**config.mk**
```make
export PLATFORM = sky130hd
export DESIGN_NAME = ysyx_22040386_wb_arb
export DESIGN_NICKNAME = d
export VERILOG_FILES = /design/src/rtl/ysyx_22040386_wb_arb_pkg.sv /design/src/rtl/ysyx_22040386_wb_arb_buf.sv /design/src/rtl/ysyx_22040386_wb_arb.sv
export SDC_FILE = /design/constraint.sdc
export NUM_CORES = 1
export LEC_CHECK = 0
export CAP_MARGIN = 20
export CORE_AREA = 2 2 225 227
export DETAILED_ROUTE_END_ITERATION = 12
export DIE_AREA = 0 0 227 229
export PLACE_DENSITY = 0.6
export SLEW_MARGIN = 10
export SYNTH_ARGS = -nofsm -noshare
export SYNTH_HDL_FRONTEND = slang
export SYNTH_HIERARCHICAL = 1
export SYNTH_SLANG_ARGS = --single-unit
```
**constraint.sdc**
```tcl
create_clock -name clk -period 2.6 [get_ports clk]
set_clock_uncertainty 0.1 [all_clocks]
set_input_delay 0.26 -clock clk [delete_from_list [all_inputs] [get_ports clk]]
set_output_delay 0.26 -clock clk [all_outputs]
set_load 0.01 [all_outputs]
```
**src/rtl/ysyx_22040386_wb_arb_pkg.sv**
```systemverilog
// Shared types for the WB/MDU write-port and commit-slot arbiter.
package ysyx_22040386_wb_arb_pkg;

   typedef enum logic [1:0] {
      ST_IDLE  = 2'd0,
      ST_HOLD  = 2'd1,
      ST_FORCE = 2'd2
   } arb_state_e;

   typedef enum logic [1:0] {
      SRC_NONE = 2'd0,
      SRC_WB   = 2'd1,
      SRC_BUF  = 2'd2,
      SRC_MDU  = 2'd3
   } arb_src_e;

   typedef struct packed {
      logic [63:0] pc;
      logic [31:0] inst;
      logic [4:0]  rd;
      logic [63:0] data;
      logic        wen;
      logic        unknown;
   } commit_rec_t;

   localparam int unsigned WAIT_W = 4;

   // x0 is hardwired, so a record only reaches the regfile when rd is non-zero.
   function automatic logic rec_writes(input commit_rec_t rec);
      return rec.wen && (rec.rd != 5'd0);
   endfunction

endpackage

```
**src/rtl/ysyx_22040386_wb_arb_buf.sv**
```systemverilog
// One-entry holding register for an MDU result that lost the commit slot.
module ysyx_22040386_wb_buf
   import ysyx_22040386_wb_arb_pkg::*;
(
   input  logic        clk,
   input  logic        rst_n,
   input  logic        load_i,
   input  logic        clear_i,
   input  commit_rec_t rec_i,
   output commit_rec_t rec_o
);

   commit_rec_t rec_q;

   // Load has priority; a drained entry is zeroed so stale rd never lingers.
   always_ff @(posedge clk or negedge rst_n) begin
      if (!rst_n) begin
         rec_q <= '0;
      end else if (load_i) begin
         rec_q <= rec_i;
      end else if (clear_i) begin
         rec_q <= '0;
      end else begin
         rec_q <= rec_q;
      end
   end

   assign rec_o = rec_q;

endmodule

```
**src/rtl/ysyx_22040386_wb_arb.sv**
```systemverilog
// Shares the regfile write port and commit slot between WB and one buffered MDU result.
module ysyx_22040386_wb_arb
   import ysyx_22040386_wb_arb_pkg::*;
#(
   parameter int unsigned STARVE_LIMIT = 4
) (
   input  logic        clk,
   input  logic        rst_n,
   input  logic        i_WB_valid,
   input  logic        i_WB_RegWrite,
   input  logic [4:0]  i_WB_reg_wr_addr,
   input  logic [63:0] i_WB_reg_wr_data,
   input  logic [63:0] i_WB_pc,
   input  logic [31:0] i_WB_inst,
   input  logic        i_WB_unkown_code,
   input  logic        i_MDU_valid,
   output logic        o_MDU_ready,
   input  logic [4:0]  i_MDU_rd,
   input  logic [63:0] i_MDU_data,
   input  logic [63:0] i_MDU_pc,
   input  logic [31:0] i_MDU_inst,
   output logic        o_rf_wen,
   output logic [4:0]  o_rf_waddr,
   output logic [63:0] o_rf_wdata,
   output logic        o_commit_valid,
   output logic [63:0] o_commit_pc,
   output logic [31:0] o_commit_inst,
   output logic        o_WB_stall,
   output logic        o_mdu_pend,
   output logic [4:0]  o_mdu_pend_rd,
   output logic        o_trap,
   output logic [63:0] o_commit_cnt
);

   localparam logic [WAIT_W-1:0] LIMIT_C = WAIT_W'(STARVE_LIMIT);

   arb_state_e        state_q;
   logic [WAIT_W-1:0] wait_q;
   logic [WAIT_W-1:0] wait_inc_s;
   logic              trap_q;
   logic [63:0]       cnt_q;

   arb_src_e    src_s;
   commit_rec_t wb_rec_s;
   commit_rec_t mdu_rec_s;
   commit_rec_t buf_rec_s;
   commit_rec_t win_rec_s;
   logic        commit_valid_s;
   logic        buf_load_s;
   logic        buf_clr_s;

   assign wb_rec_s = '{pc: i_WB_pc, inst: i_WB_inst, rd: i_WB_reg_wr_addr,
                       data: i_WB_reg_wr_data, wen: i_WB_RegWrite,
                       unknown: i_WB_unkown_code};
   assign mdu_rec_s = '{pc: i_MDU_pc, inst: i_MDU_inst, rd: i_MDU_rd,
                        data: i_MDU_data, wen: 1'b1, unknown: 1'b0};

   // Slot owner: a forced drain beats WB, WB beats a waiting buffer, bypass only when idle.
   always_comb begin
      src_s = SRC_NONE;
      if (state_q == ST_FORCE) begin
         src_s = SRC_BUF;
      end else if (i_WB_valid) begin
         src_s = SRC_WB;
      end else if (state_q == ST_HOLD) begin
         src_s = SRC_BUF;
      end else if ((state_q == ST_IDLE) && i_MDU_valid) begin
         src_s = SRC_MDU;
      end else begin
         src_s = SRC_NONE;
      end
   end

   // Route the winning record to the regfile and commit stream.
   always_comb begin
      win_rec_s = '0;
      case (src_s)
         SRC_WB:  win_rec_s = wb_rec_s;
         SRC_BUF: win_rec_s = buf_rec_s;
         SRC_MDU: win_rec_s = mdu_rec_s;
         default: win_rec_s = '0;
      endcase
   end

   assign commit_valid_s = (src_s != SRC_NONE);
   assign buf_load_s     = (state_q == ST_IDLE) && i_MDU_valid && i_WB_valid;
   assign buf_clr_s      = (src_s == SRC_BUF);
   assign wait_inc_s     = wait_q + {{(WAIT_W-1){1'b0}}, 1'b1};

   ysyx_22040386_wb_buf u_buf (
      .clk     (clk),
      .rst_n   (rst_n),
      .load_i  (buf_load_s),
      .clear_i (buf_clr_s),
      .rec_i   (mdu_rec_s),
      .rec_o   (buf_rec_s)
   );

   // Buffer occupancy FSM with starvation counter.
   always_ff @(posedge clk or negedge rst_n) begin
      if (!rst_n) begin
         state_q <= ST_IDLE;
         wait_q  <= '0;
      end else begin
         case (state_q)
            ST_IDLE: begin
               state_q <= buf_load_s ? ST_HOLD : ST_IDLE;
               wait_q  <= '0;
            end
            ST_HOLD: begin
               if (src_s == SRC_BUF) begin
                  state_q <= ST_IDLE;
                  wait_q  <= '0;
               end else if (wait_inc_s >= LIMIT_C) begin
                  state_q <= ST_FORCE;
                  wait_q  <= wait_inc_s;
               end else begin
                  state_q <= ST_HOLD;
                  wait_q  <= wait_inc_s;
               end
            end
            ST_FORCE: begin
               state_q <= ST_IDLE;
               wait_q  <= '0;
            end
            default: begin
               state_q <= ST_IDLE;
               wait_q  <= '0;
            end
         endcase
      end
   end

   // Retirement bookkeeping: sticky unknown-opcode trap and wrapping retire count.
   always_ff @(posedge clk or negedge rst_n) begin
      if (!rst_n) begin
         trap_q <= 1'b0;
         cnt_q  <= 64'd0;
      end else begin
         trap_q <= trap_q | (commit_valid_s & win_rec_s.unknown);
         cnt_q  <= commit_valid_s ? cnt_q + 64'd1 : cnt_q;
      end
   end

   assign o_rf_wen       = commit_valid_s & rec_writes(win_rec_s);
   assign o_rf_waddr     = win_rec_s.rd;
   assign o_rf_wdata     = win_rec_s.data;
   assign o_commit_valid = commit_valid_s;
   assign o_commit_pc    = win_rec_s.pc;
   assign o_commit_inst  = win_rec_s.inst;
   assign o_MDU_ready    = (state_q == ST_IDLE);
   assign o_WB_stall     = (state_q == ST_FORCE);
   assign o_mdu_pend     = (state_q != ST_IDLE);
   assign o_mdu_pend_rd  = buf_rec_s.rd;
   assign o_trap         = trap_q;
   assign o_commit_cnt   = cnt_q;

endmodule

```
**Word level (Yosys, flattened, before mapping)**

Index checks and enable logic that the tools add are counted.

- Bits in registers: 238
- Bits of input ports: 336
- Output and inout port bits: 240
- Word-level logic and storage cells: 42

- Add/sub/neg operators: 2
- Order comparisons: 1
- Equality and inequality tests: 5
- Multiplexer cells: 13
- Bitwise gates (word level): 3
- Reduce and logical (&&, ||, !) cells: 8

Operator list:

| kind | number |
|---|---|
| one-hot mux 167 bit (3 select lines) | 1 |
| two-way mux 167 bit | 2 |
| adder 64 x 1 -> 64 bit (second input constant) | 1 |
| two-way mux 2 bit | 6 |
| two-way mux 4 bit | 2 |
| == test 2 bit (second input constant) | 3 |
| nonzero test 2 bit | 3 |
| nonzero test 5 bit | 1 |
| adder 4 x 1 -> 4 bit (second input constant) | 1 |
| == test 2 x 1 -> 1 bit (second input constant) | 2 |
| >= comparator 4 x 3 -> 1 bit (second input constant) | 1 |
| one-hot mux 2 bit (2 select lines) | 1 |
| logical AND 1 bit | 3 |
| AND 1 bit | 2 |
| zero test 2 bit | 1 |
| two-way mux 1 bit | 1 |
| bitwise OR 1 bit | 1 |

**Longest topological paths before layout**

Gate-level depths: netlist of run 1.

- Depth after elaboration: 11
- Depth in mapped cells: 7
- Gate-level depth less buffers: 6

**Modules after synthesis**

Netlist of run 1, hierarchy kept.

By module, submodules not included:

| module | times used | cells an instance | area an instance (µm²) | seq. area each (µm²) |
|---|---|---|---|---|
| ysyx_22040386_wb_arb | 1 | 737 | 6207.2 | 1776.7 |
| ysyx_22040386_wb_buf | 1 | 372 | 5928.2 | 4179.0 |

**Least setup slack after synthesis of run 1**

OpenSTA, ideal clock, no wires.

- Path type: register to output
- Start point: register state_q[1]
- End point: output o_commit_inst[0]
- Arrival: 1.798 ns
- Data required time: 2.240 ns
- Path slack: 0.442 ns
- Cell stages (with the launch flop): 6
- Path buffers: 2
- Cells stage by stage: dfrtp_1 > or3_1 > a21oi_2 > clkbuf_1 > clkbuf_1 > nor2_1

- Cells in the longest elaborated chain, start to end: 8
- Elaborated cells on any way between the ends: 12
- Classes of those cells: eq/ne: 5; mux: 5; reduce/logical: 2

Ends and longest elaborated chain:

| what | line | text |
|---|---|---|
| start, declared | ysyx_22040386_wb_arb.sv:37 | `arb_state_e state_q;` |
| start signal, assigned | ysyx_22040386_wb_arb.sv:107 | `state_q <= buf_load_s ? ST_HOLD : ST_IDLE;` |
| zero test 2 bit | ysyx_22040386_wb_arb.sv:67 | `end else if ((state_q == ST_IDLE) && i_MDU_valid) begin` |
| logical AND 1 bit | ysyx_22040386_wb_arb.sv:67 |  |
| two-way mux 2 bit | ysyx_22040386_wb_arb.sv:67 |  |
| two-way mux 2 bit | ysyx_22040386_wb_arb.sv:65 | `end else if (state_q == ST_HOLD) begin` |
| two-way mux 2 bit | ysyx_22040386_wb_arb.sv:63 | `end else if (i_WB_valid) begin` |
| two-way mux 2 bit * | ysyx_22040386_wb_arb.sv:61 | `if (state_q == ST_FORCE) begin` |
| == test 2 bit or == test 2 x 1 -> 1 bit (tied branches) | ysyx_22040386_wb_arb.sv:77 | `case (src_s)` |
| one-hot mux 167 bit (3 select lines) * | ysyx_22040386_wb_arb.sv:77 |  |
| end, declared | ysyx_22040386_wb_arb.sv:27 | `output logic [31:0] o_commit_inst,` |

Mark *: on every way between the ends. The rest lies on a longest branch, timed or not.

**Worst setup path after layout of run 1**

- Start point: register state_q[0]
- End point: output o_commit_pc[58]

- Cells in the longest elaborated chain, start to end: 8
- Elaborated cells on any way between the ends: 12
- Classes of those cells: eq/ne: 5; mux: 5; reduce/logical: 2

Ends and longest elaborated chain:

| what | line | text |
|---|---|---|
| zero test 2 bit | ysyx_22040386_wb_arb.sv:67 |  |
| logical AND 1 bit | ysyx_22040386_wb_arb.sv:67 |  |
| two-way mux 2 bit | ysyx_22040386_wb_arb.sv:67 |  |
| two-way mux 2 bit | ysyx_22040386_wb_arb.sv:65 |  |
| two-way mux 2 bit | ysyx_22040386_wb_arb.sv:63 |  |
| two-way mux 2 bit * | ysyx_22040386_wb_arb.sv:61 |  |
| == test 2 bit or == test 2 x 1 -> 1 bit (tied branches) | ysyx_22040386_wb_arb.sv:77 |  |
| one-hot mux 167 bit (3 select lines) * | ysyx_22040386_wb_arb.sv:77 |  |
| end, declared | ysyx_22040386_wb_arb.sv:26 | `output logic [63:0] o_commit_pc,` |

Marks and branches as above.

==> summary.txt, run 1 <==
Routing
  • DRT antenna net count: 0
  • WL per Instance: 23.4 um
  • WL met2: 28.5 mm
  • Detailed Routing Iterations Pass 1: 10
  • Initial drt markers: 1517
  • DR vias/cell: 5.30
  • Met3 WL: 4.73 mm
  • # DRC: 0
  • Via count: 13000
  • Final WL: 57.5 mm
  • Highest Signal Layer: met5
  • M1 WL: 21.8 mm

Critical path
  • Worst EP arrival: 2.52 ns
  • Critical path endpoint category: output port
  • Max incr delay on CP: 0.53 ns
  • Crit Path Class: flop to output port
  • Crit Reg-Reg Startpoint: state_q[0]
  • R2R setup slack: -0.09 ns
  • CP dominant cell by count: buf_6
  • CP top delay family: compound AO/OA/AOI/OAI gates
  • CP Buf/Inv Count: 4
  • Crit-path max FO: 11
  • WP depth: 8
  • R2R Path End: o_commit_cnt[10]
  • Worst EP required: 2.24 ns
  • CP Cell Sequence: buf_6, nor2b_4, o21ai_4, buf_12, clkbuf_16, a222oi_1, nor2_4, buf_6
  • R2R cell count: 13
  • Crit start category: flop
  • Slowest cell on crit path: a222oi_1

Synth
  • Post-Syn Area per Cell: 10.9 sq um
  • Mapped Nets: 1447
  • Netlist Area Pre-Place: 12100 sq um
  • Number of synthesized flops with an enable pin: 0
  • Seq cells post-synth: 238
  • Most used DFF post-synth: dfrtp_1
  • Synth Instances: 1109
  • Register area share after synthesis: 0.491
  • Syn. warnings: 6
  • Post-synthesis cell type count: 49
  • Synth async-reset ratio: 1.00

Finish
  • Share of cells above drive strength 1: 0.275
  • Commonest non-fill, non-tap cell in the layout: clkdlybuf4s50_1
  • Area delta synth->final: 77.4%
  • FILL cells: 4757
  • Cell Count, Final, Fillers Out: 2460
  • Reg area: 5960 sq um
  • Multi-input gate area: 5850 sq um
  • Final net count: 2099
  • Most frequent cells in the layout: 407 x clkdlybuf4s50_1, 237 x dfrtp_1, 167 x a22o_1

Clock network
  • H-tree depth: 1
  • Clock sink count: 238
  • CTS Buf Count: 30
  • Clock Latency Late Sink: 0.57 ns
  • Reg clk slew, reported paths: 0.06 ns
  • CTS tree: built
  • Clock Tree Buf Depth: 3
  • Clk root buf: clkbuf_16

STA
  • Crit share post-route: 1.11
  • Tmin final: 2.88 ns
  • Top achievable clock speed: 347 MHz
  • Slew margin rel.: 0.510
  • Final Max Tran Viols: 0
  • Setup TNS: -28.16 ns
  • Slew @ Worst Pin: 0.730 ns
  • RSZ-0062 raised after global routing: yes
  • Worst setup margin: -0.285 ns
  • Final hold vios: 0
  • Final setup viols: 189

Global routing
  • Global route overflow: 0
  • Pin count of the biggest net entering global routing: 114
  • Overall Global Routing Usage: 0.204
  • Initial antenna violation count: 7
  • First-pass GRT wire length: 82.0 mm
  • Vias in the first global route: 13300

Floorplanning
  • Die X: 227 um
  • Num ports: 576
  • Die height: 229 um
  • Initial Utilization: 0.244
  • Number of cell rows: 82
  • Total die area: 52000 sq um
  • Core Footprint: 49700 sq um

Worst hold path
  • Min-Delay Path Class: input port to async pin

Power and ir drop
  • Pleak: 9.69 nW
  • Reg power frac: 0.362
  • Combinational power share: 0.282
  • Clock network fraction of total power: 0.356
  • Pwr dens: 580 nW/um^2
  • Internal power: 0.00882 W
  • Switching share of power: 0.294
  • P_sw: 0.00367 W
  • Max rail drop VDD: 466 uV

Placed design
  • PortBufs: 575
  • HPWL Detailed: 37.1 mm
  • RePlAce Congestion: 0.914
  • Post-placement cell count: 2312

Status
  • Failing checks: setup timing
  • Status: finished, violations left

Flow run
  • Max_cap viols: 0
[metrics by stage]
step                      instance area [sq um]  total power (W)  hold WS [ns]  setup slack [ns]  utilization
after floorplan                           12100          0.00588        -0.136             0.442            -
after global placement                    19100          0.00780         0.164            -0.410        0.385
final                                     21500           0.0125         0.158            -0.285        0.433
after detailed placement                  19100          0.00782         0.161            -0.427        0.385
after CTS                                 20900           0.0125         0.154            -0.277        0.421
after global routing                      21500           0.0130         0.185            -0.342        0.433
[cells in the mapped netlist, types with 18 or more instances]
cell	instances	share of area
nor4_2	18	0.019
clkbuf_1	71	0.022
dfrtp_1	238	0.49
nand2_1	30	0.0093
nor2_1	183	0.057
buf_2	19	0.0078
xnor2_1	20	0.014
a222oi_1	165	0.14
a22o_1	167	0.12
nand3_1	24	0.0099
xor2_1	45	0.032
[power by group through the flow]
stage	Clock [W]	Combinational [W]	Sequential [W]
after floorplan	0	0.00138	0.00450
after global placement	0	0.00323	0.00456
after detailed placement	0	0.00327	0.00456
after CTS	0.00455	0.00339	0.00452
after global routing	0.00470	0.00374	0.00458
final	0.00444	0.00352	0.00452
[how the worst max path moves through the flow]
stage | start | to
6_report | state_q[0] | o_commit_pc[58]
5_1_grt | state_q[0] | o_commit_pc[41]
4_1_cts | state_q[0] | o_rf_wen
3_5_place_dp | i_MDU_valid | o_commit_pc[13]
3_3_place_gp | i_MDU_valid | o_commit_pc[13]
2_1_floorplan | state_q[1] | o_commit_inst[0]
[metal layers]
layer,GRT usage,up-vias
met3,0.0437,135
met1,0.243,6461
met2,0.354,688
met5,0,-
li1,-,5736
met4,0.0815,6
[sequential cells by signal, indices dropped and copies added (netlist names)]
register,count
wait_q,4
o_commit_cnt,64
state_q,2
o_trap,1
u_buf/rec_o,167
[final cells by class]
class / count / area share
clock buffer: 37 / 0.0394
multi-input combinational: 737 / 0.272
antenna: 3 / 0.000349
tap: 672 / 0.0391
timing repair buffer: 739 / 0.360
inverter: 15 / 0.00296
sequential: 238 / 0.277
clock inverter: 19 / 0.00977
[repair_timing]
item / in CTS / in global routing
setup endpoints to repair: 167 / 224
resized for setup: 757 / 142
cloned: 25 / 12
buffers inserted: 40 / 22
pin swaps: 105 / 94
endpoints found under the hold margin: 57 / 0
hold buffers: 1 / 0
[cell families after synthesis]
kind of cell | Yosys count | share of synthesized area
fa+ha+maj | 2 | 0.00206
xor+xnor | 65 | 0.0469
flops | 238 | 0.491
other cells | 2 | 0.000619
simple gates | 324 | 0.141
compound gates | 343 | 0.263
buf+inv | 135 | 0.0552
Note: power is estimated with default switching activity, not from simulation.
==> inputs of run 2 (changes only) <==
--- a/config.mk
+++ b/config.mk
@@ -7,6 +7,7 @@
 export LEC_CHECK = 0
 export CAP_MARGIN = 20
 export CORE_AREA = 2 2 225 227
+export CTS_CLUSTER_DIAMETER = 50
 export DETAILED_ROUTE_END_ITERATION = 12
 export DIE_AREA = 0 0 227 229
 export PLACE_DENSITY = 0.6
==> summary.txt, run 2 (synthesized netlist as in run 1, its figures left out) <==
Placed design
  • Post-placement cell count: 2312
  • HPWL Detailed: 37.1 mm
  • PortBufs: 575
  • RePlAce Congestion: 0.914
  • Area after DPL: 19100 sq um

Routing
  • WL per Instance: 23.3 um
  • Detailed Routing Iterations Pass 1: 10
  • Final WL: 57.2 mm
  • DR vias/cell: 5.29
  • # DRC: 0
  • DRT antenna net count: 0
  • Initial drt markers: 1534
  • Via count: 13000

Global routing
  • Overall Global Routing Usage: 0.199
  • Vias in the first global route: 13300
  • Initial antenna violation count: 5
  • First-pass GRT wire length: 80.6 mm
  • Pin count of the biggest net entering global routing: 114
  • Global route overflow: 0

Critical path
  • Critical path endpoint category: output port
  • R2R cell count: 12
  • Worst EP required: 2.24 ns
  • Worst EP arrival: 2.57 ns
  • Crit start category: flop
  • Crit-path max FO: 6
  • Crit Path Class: flop to output port

Finish
  • Commonest non-fill, non-tap cell in the layout: clkdlybuf4s50_1
  • Area delta synth->final: 75.7%
  • Final net count: 2090
  • Cell Count, Final, Fillers Out: 2458
  • Max reg flops: 167
  • Share of cells above drive strength 1: 0.253
  • Most frequent cells in the layout: 407 x clkdlybuf4s50_1, 237 x dfrtp_1, 167 x a22o_1
  • Final Cell Area: 21300 sq um

Floorplanning
  • Number of cell rows: 82
  • Total die area: 52000 sq um
  • Num ports: 576
  • Initial Utilization: 0.244
  • Die height: 229 um
  • Core Footprint: 49700 sq um
  • Die X: 227 um

Power and ir drop
  • Max rail drop VDD: 346 uV
  • Pleak: 9.58 nW
  • Pwr dens: 632 nW/um^2
  • Pwr Total: 0.0135 W

STA
  • Worst setup margin: -0.332 ns
  • Crit share post-route: 1.13
  • Slew @ Worst Pin: 0.726 ns
  • RSZ-0062 raised after global routing: yes
  • Final setup viols: 163
  • Slew margin rel.: 0.512
  • Setup TNS: -26.81 ns
  • Top achievable clock speed: 341 MHz
  • Final hold slack: 0.174 ns
  • Final Max Tran Viols: 0
  • Tmin final: 2.93 ns
  • Final hold vios: 0

Clock network
  • Clk root buf: clkbuf_16
  • H-tree depth: 2
  • Reg clk slew, reported paths: 0.06 ns
  • Clock sink count: 238
  • Clock Latency Late Sink: 0.56 ns
  • CTS tree: built
  • Clock Tree Buf Depth: 3
  • CTS Buf Count: 40

Status
  • Failing checks: setup timing
  • Status: finished, violations left

Flow run
  • Max_cap viols: 0

Worst hold path
  • Min-Delay Path Class: input port to async pin
## run 2: where the power goes
group	leakage (nW)	total (W)	switching, W	internal [W]
sequential	3.09	0.00453	0.000342	0.00418
combinational	5.82	0.00341	0.00156	0.00185
clock	0.679	0.00554	0.00216	0.00338
## run 2: worst max-delay path, stage by stage, from the launching register on
cell and delay, ns:
dfrtp_1 0.40, buf_6 0.14, nand2b_4 0.16, and2_4 0.20, buf_12 0.15, buf_12 0.15, buf_12 0.13, a222oi_1 0.40
nor2_1 0.11, buf_2 0.16
## run 2: layer usage
metal / vias to the layer above / track usage / routed length (um) / share of wire
li1: 5726 / - / - / -
met2: 706 / 0.346 / 28100 / 0.49
met3: 136 / 0.0529 / 5060 / 0.088
met5: - / 0 / 32 / 0.00056
met1: 6420 / 0.234 / 21800 / 0.38
met4: 6 / 0.0733 / 2210 / 0.039
## run 2: cell type report
type                    instances  area [sq um]
clock buffers                  42          1030
inverters                      15          56.3
clock inverters                32           362
repair buffers                720          7400
flip-flops and latches        238          5960
well taps                     672           841
multi-input cells             737          5670
diodes                          2          5.00
fillers                      4835         28300
## run 2: worst paths after layout
path / slack, ns / end / from
worst max-delay path: -0.33 / o_commit_pc[0] / state_q[0]
worst min-delay path: 0.17 / o_commit_cnt[60] / rst_n
worst max register to register: 0.12 / o_commit_cnt[63] / state_q[0]
worst min register to register: 0.37 / o_commit_cnt[63] / o_commit_cnt[63]
max in group asynchronous: 1.38 / u_buf/rec_o[44] / rst_n
min in group clk: 0.24 / o_trap / i_WB_unkown_code
## run 2: timing repair
| item | 4_1_cts | 5_1_grt |
|---|---|---|
| hold endpoints to repair | 57 | 0 |
| gates resized for setup | 532 | 192 |
| endpoints found under the setup margin | 167 | 167 |
| pin swaps | 76 | 117 |
| hold buffers | 1 | 0 |
| setup buffers | 26 | 17 |
| gates cloned | 16 | 18 |
## run 2: stage by stage
step | utilization | worst slack, ns
after floorplan | - | 0.442
after global placement | 0.385 | -0.410
after detailed placement | 0.385 | -0.427
after CTS | 0.420 | -0.362
after global routing | 0.429 | -0.474
final | 0.429 | -0.332
==> inputs of run 3 (changes only) <==
--- a/config.mk
+++ b/config.mk
@@ -5,14 +5,13 @@
 export SDC_FILE = /design/constraint.sdc
 export NUM_CORES = 1
 export LEC_CHECK = 0
-export CAP_MARGIN = 20
-export CORE_AREA = 2 2 225 227
+export CORE_AREA = 2 2 226 228
 export CTS_CLUSTER_DIAMETER = 50
 export DETAILED_ROUTE_END_ITERATION = 12
-export DIE_AREA = 0 0 227 229
-export PLACE_DENSITY = 0.6
+export DIE_AREA = 0 0 228 230
+export PLACE_DENSITY = 0.59
 export SLEW_MARGIN = 10
 export SYNTH_ARGS = -nofsm -noshare
 export SYNTH_HDL_FRONTEND = slang
-export SYNTH_HIERARCHICAL = 1
 export SYNTH_SLANG_ARGS = --single-unit
+export TNS_END_PERCENT = 10
==> summary.txt, run 3 <==
Finish
  • Share of cells above drive strength 1: 0.220
  • Commonest non-fill, non-tap cell in the layout: clkdlybuf4s50_1
  • Most frequent cells in the layout: 406 x clkdlybuf4s50_1, 235 x dfrtp_1, 176 x nor2_1
  • Final Cell Area: 20300 sq um
  • Area delta synth->final: 70.3%
  • N_diodes: 0
  • Final net count: 2083
  • Post-layout util: 0.408
  • Max reg flops: 166

Floorplanning
  • Total die area: 52400 sq um
  • Die X: 228 um
  • Initial Utilization: 0.239
  • Die height: 230 um
  • Number of cell rows: 82
  • Num ports: 576
  • Core Footprint: 49900 sq um

Synth
  • Synth Instances: 1125
  • Cell taking the most area after synthesis: dfrtp_1
  • Register area share after synthesis: 0.497
  • Seq cells post-synth: 237
  • Area contributors post-synth: dfrtp_1 50%, a222oi_1 13%, a22o_1 12%
  • Most used DFF post-synth: dfrtp_1
  • Post-Syn Area per Cell: 10.6 sq um
  • Netlist Area Pre-Place: 11900 sq um
  • Mapped Nets: 1463
  • Most common cell in the synthesized netlist: dfrtp_1
  • Number of synthesized flops with an enable pin: 0
  • Syn. warnings: 0
  • Top cell type's share of synthesized area: 0.497
  • Top cells by instance count after synthesis: 237 x dfrtp_1, 183 x nor2_1, 165 x a22o_1
  • Synth async-reset ratio: 1.00
  • Post-synthesis cell type count: 46

Routing
  • # DRC: 5
  • Via count: 12800
  • DR vias/cell: 5.26
  • WL per Instance: 21.7 um
  • Initial drt markers: 1522
  • Final WL: 53.0 mm
  • DRT antenna net count: 0
  • Detailed Routing Iterations Pass 1: 13

Worst hold path
  • Min-Delay Path Class: input port to async pin

Critical path
  • Slowest cell on crit path: dfrtp_2
  • Worst EP required: 2.24 ns
  • CP Buf/Inv Count: 3
  • Crit start category: flop
  • Max incr delay on CP: 0.42 ns
  • Worst EP arrival: 2.55 ns
  • Crit Path Class: flop to output port
  • Critical path endpoint category: output port
  • CP Cell Sequence: nand2b_4, clkinvlp_4, a221oi_1, o21ai_1, nor4_2, buf_4, a21oi_1, clkdlybuf4s15_2
  • Crit-path max FO: 6
  • CP top delay family: compound AO/OA/AOI/OAI gates

Clock network
  • Reg clk slew, reported paths: 0.05 ns
  • CTS Buf Count: 34
  • Clock sink count: 237
  • CTS tree: built
  • Clock Tree Buf Depth: 3
  • Clk root buf: clkbuf_16
  • H-tree depth: 2
  • Clock Latency Late Sink: 0.52 ns

STA
  • Slew @ Worst Pin: 0.582 ns
  • Top achievable clock speed: 344 MHz
  • Final Max Tran Viols: 0
  • Final setup viols: 140
  • Crit share post-route: 1.12
  • Final hold vios: 0
  • RSZ-0062 raised after global routing: yes
  • Tmin final: 2.91 ns
  • Slew margin rel.: 0.612
  • Worst setup margin: -0.311 ns

Global routing
  • Overall Global Routing Usage: 0.189
  • Vias in the first global route: 13200
  • Pin count of the biggest net entering global routing: 70
  • First-pass GRT wire length: 78.2 mm
  • Global route overflow: 0
  • Initial antenna violation count: 1

Power and ir drop
  • Max rail drop VDD: 335 uV
  • Pleak: 9.14 nW
  • Pwr Total: 0.0127 W
  • Pwr dens: 627 nW/um^2

Placed design
  • Area after DPL: 19100 sq um
  • HPWL Detailed: 36.2 mm
  • RePlAce Congestion: 0.885
  • PortBufs: 575

Flow run
  • Max_cap viols: 0

Status
  • Status: finished, violations left
  • Failing checks: DRC, setup timing
[run 3: cell types whose count changed after synthesis, moves of 5 or more]
cell,change
buf_2,+22
clkbuf_1,-13
buf_6,-12
buf_1,+11
nor4_2,-9
nor3_1,+8
nor4_1,+8
nand4_1,+6
xnor2_1,+6
xor2_1,-6
a222oi_1,-5
nor3_2,-5
o21ai_0,+5
[run 3: per-stage QoR]
stage          instances  setup WS [ns]  TNS (ns)  hold WS, ns
4_1_cts             2431         -0.255    -20.72        0.201
3_5_place_dp        2349         -0.418    -54.56        0.184
3_3_place_gp        2349         -0.463    -50.16        0.175
5_1_grt             2443         -0.481    -30.91        0.214
6_report            2443         -0.311    -14.20        0.219
2_1_floorplan       1125          0.481         0       -0.136
[run 3: timing repair]
action / 4_1_cts / 5_1_grt
cloned: 8 / 4
resized for setup: 591 / 82
hold endpoints to repair: 66 / 0
buffers inserted: 11 / 8
pin swaps: 122 / 54
setup endpoints to repair: 167 / 165
hold buffers: 1 / 0
[run 3: logic make-up (layout without fill, tap and decap cells)]
| group | Yosys count | in the layout | synth area share |
|---|---|---|---|
| AND/OR/NAND/NOR | 325 | 325 | 0.131 |
| AO/OA/AOI/OAI | 352 | 352 | 0.270 |
| buffers and inverters | 143 | 789 | 0.0521 |
| XOR/XNOR | 65 | 65 | 0.0477 |
| adder cells (fa/ha/maj) | 2 | 2 | 0.00210 |
| flip-flops | 237 | 237 | 0.497 |
| multiplexers | 1 | 1 | 0.000838 |
[run 3: worst paths after layout]
path / from / endpoint / slack (ns) / depth (start not counted)
min in group clk: i_WB_unkown_code / o_trap / 0.23 / 2
setup / recovery: state_q[0] / o_rf_wen / -0.31 / 8
setup reg to reg: state_q[1] / o_commit_cnt[40] / 0.20 / 10
hold / removal: rst_n / u_buf.rec_o[108] / 0.22 / 2
hold reg to reg: o_trap / o_trap / 0.36 / 1
max in group asynchronous: rst_n / u_buf.rec_o[142] / 1.40 / 3
[run 3: report_power, final]
group | internal (W) | total (W) | switching, W
combinational | 0.00178 | 0.00328 | 0.00150
sequential | 0.00417 | 0.00454 | 0.000373
clock | 0.00312 | 0.00492 | 0.00179
[run 3: area by class of cell]
type | count | area (sq um)
clock buffers | 45 | 962
clock inverters | 17 | 244
fillers | 4912 | 29500
inverters | 19 | 75.1
multi-input cells | 745 | 5510
flip-flops and latches | 237 | 5930
well taps | 672 | 841
repair buffers | 708 | 6770
[run 3: per-layer routing]
layer  part of all wire  global-route usage  vias to the layer above
li1                   -                   -                     5722
met1               0.40               0.237                     6302
met3              0.088              0.0485                      109
met2               0.48               0.318                      706
met4              0.031              0.0635                        2
met5            0.00030                   0                        -
[run 3: worst register-to-register path: stages (launching register included)]
cell and delay [ns]:
dfrtp_2 0.45, buf_4 0.16, and3b_1 0.20, or2_4 0.28
buf_12 0.16, inv_2 0.06, buf_4 0.13, nand3_2 0.08
buf_12 0.18, nor4_1 0.34, xor2_1 0.17
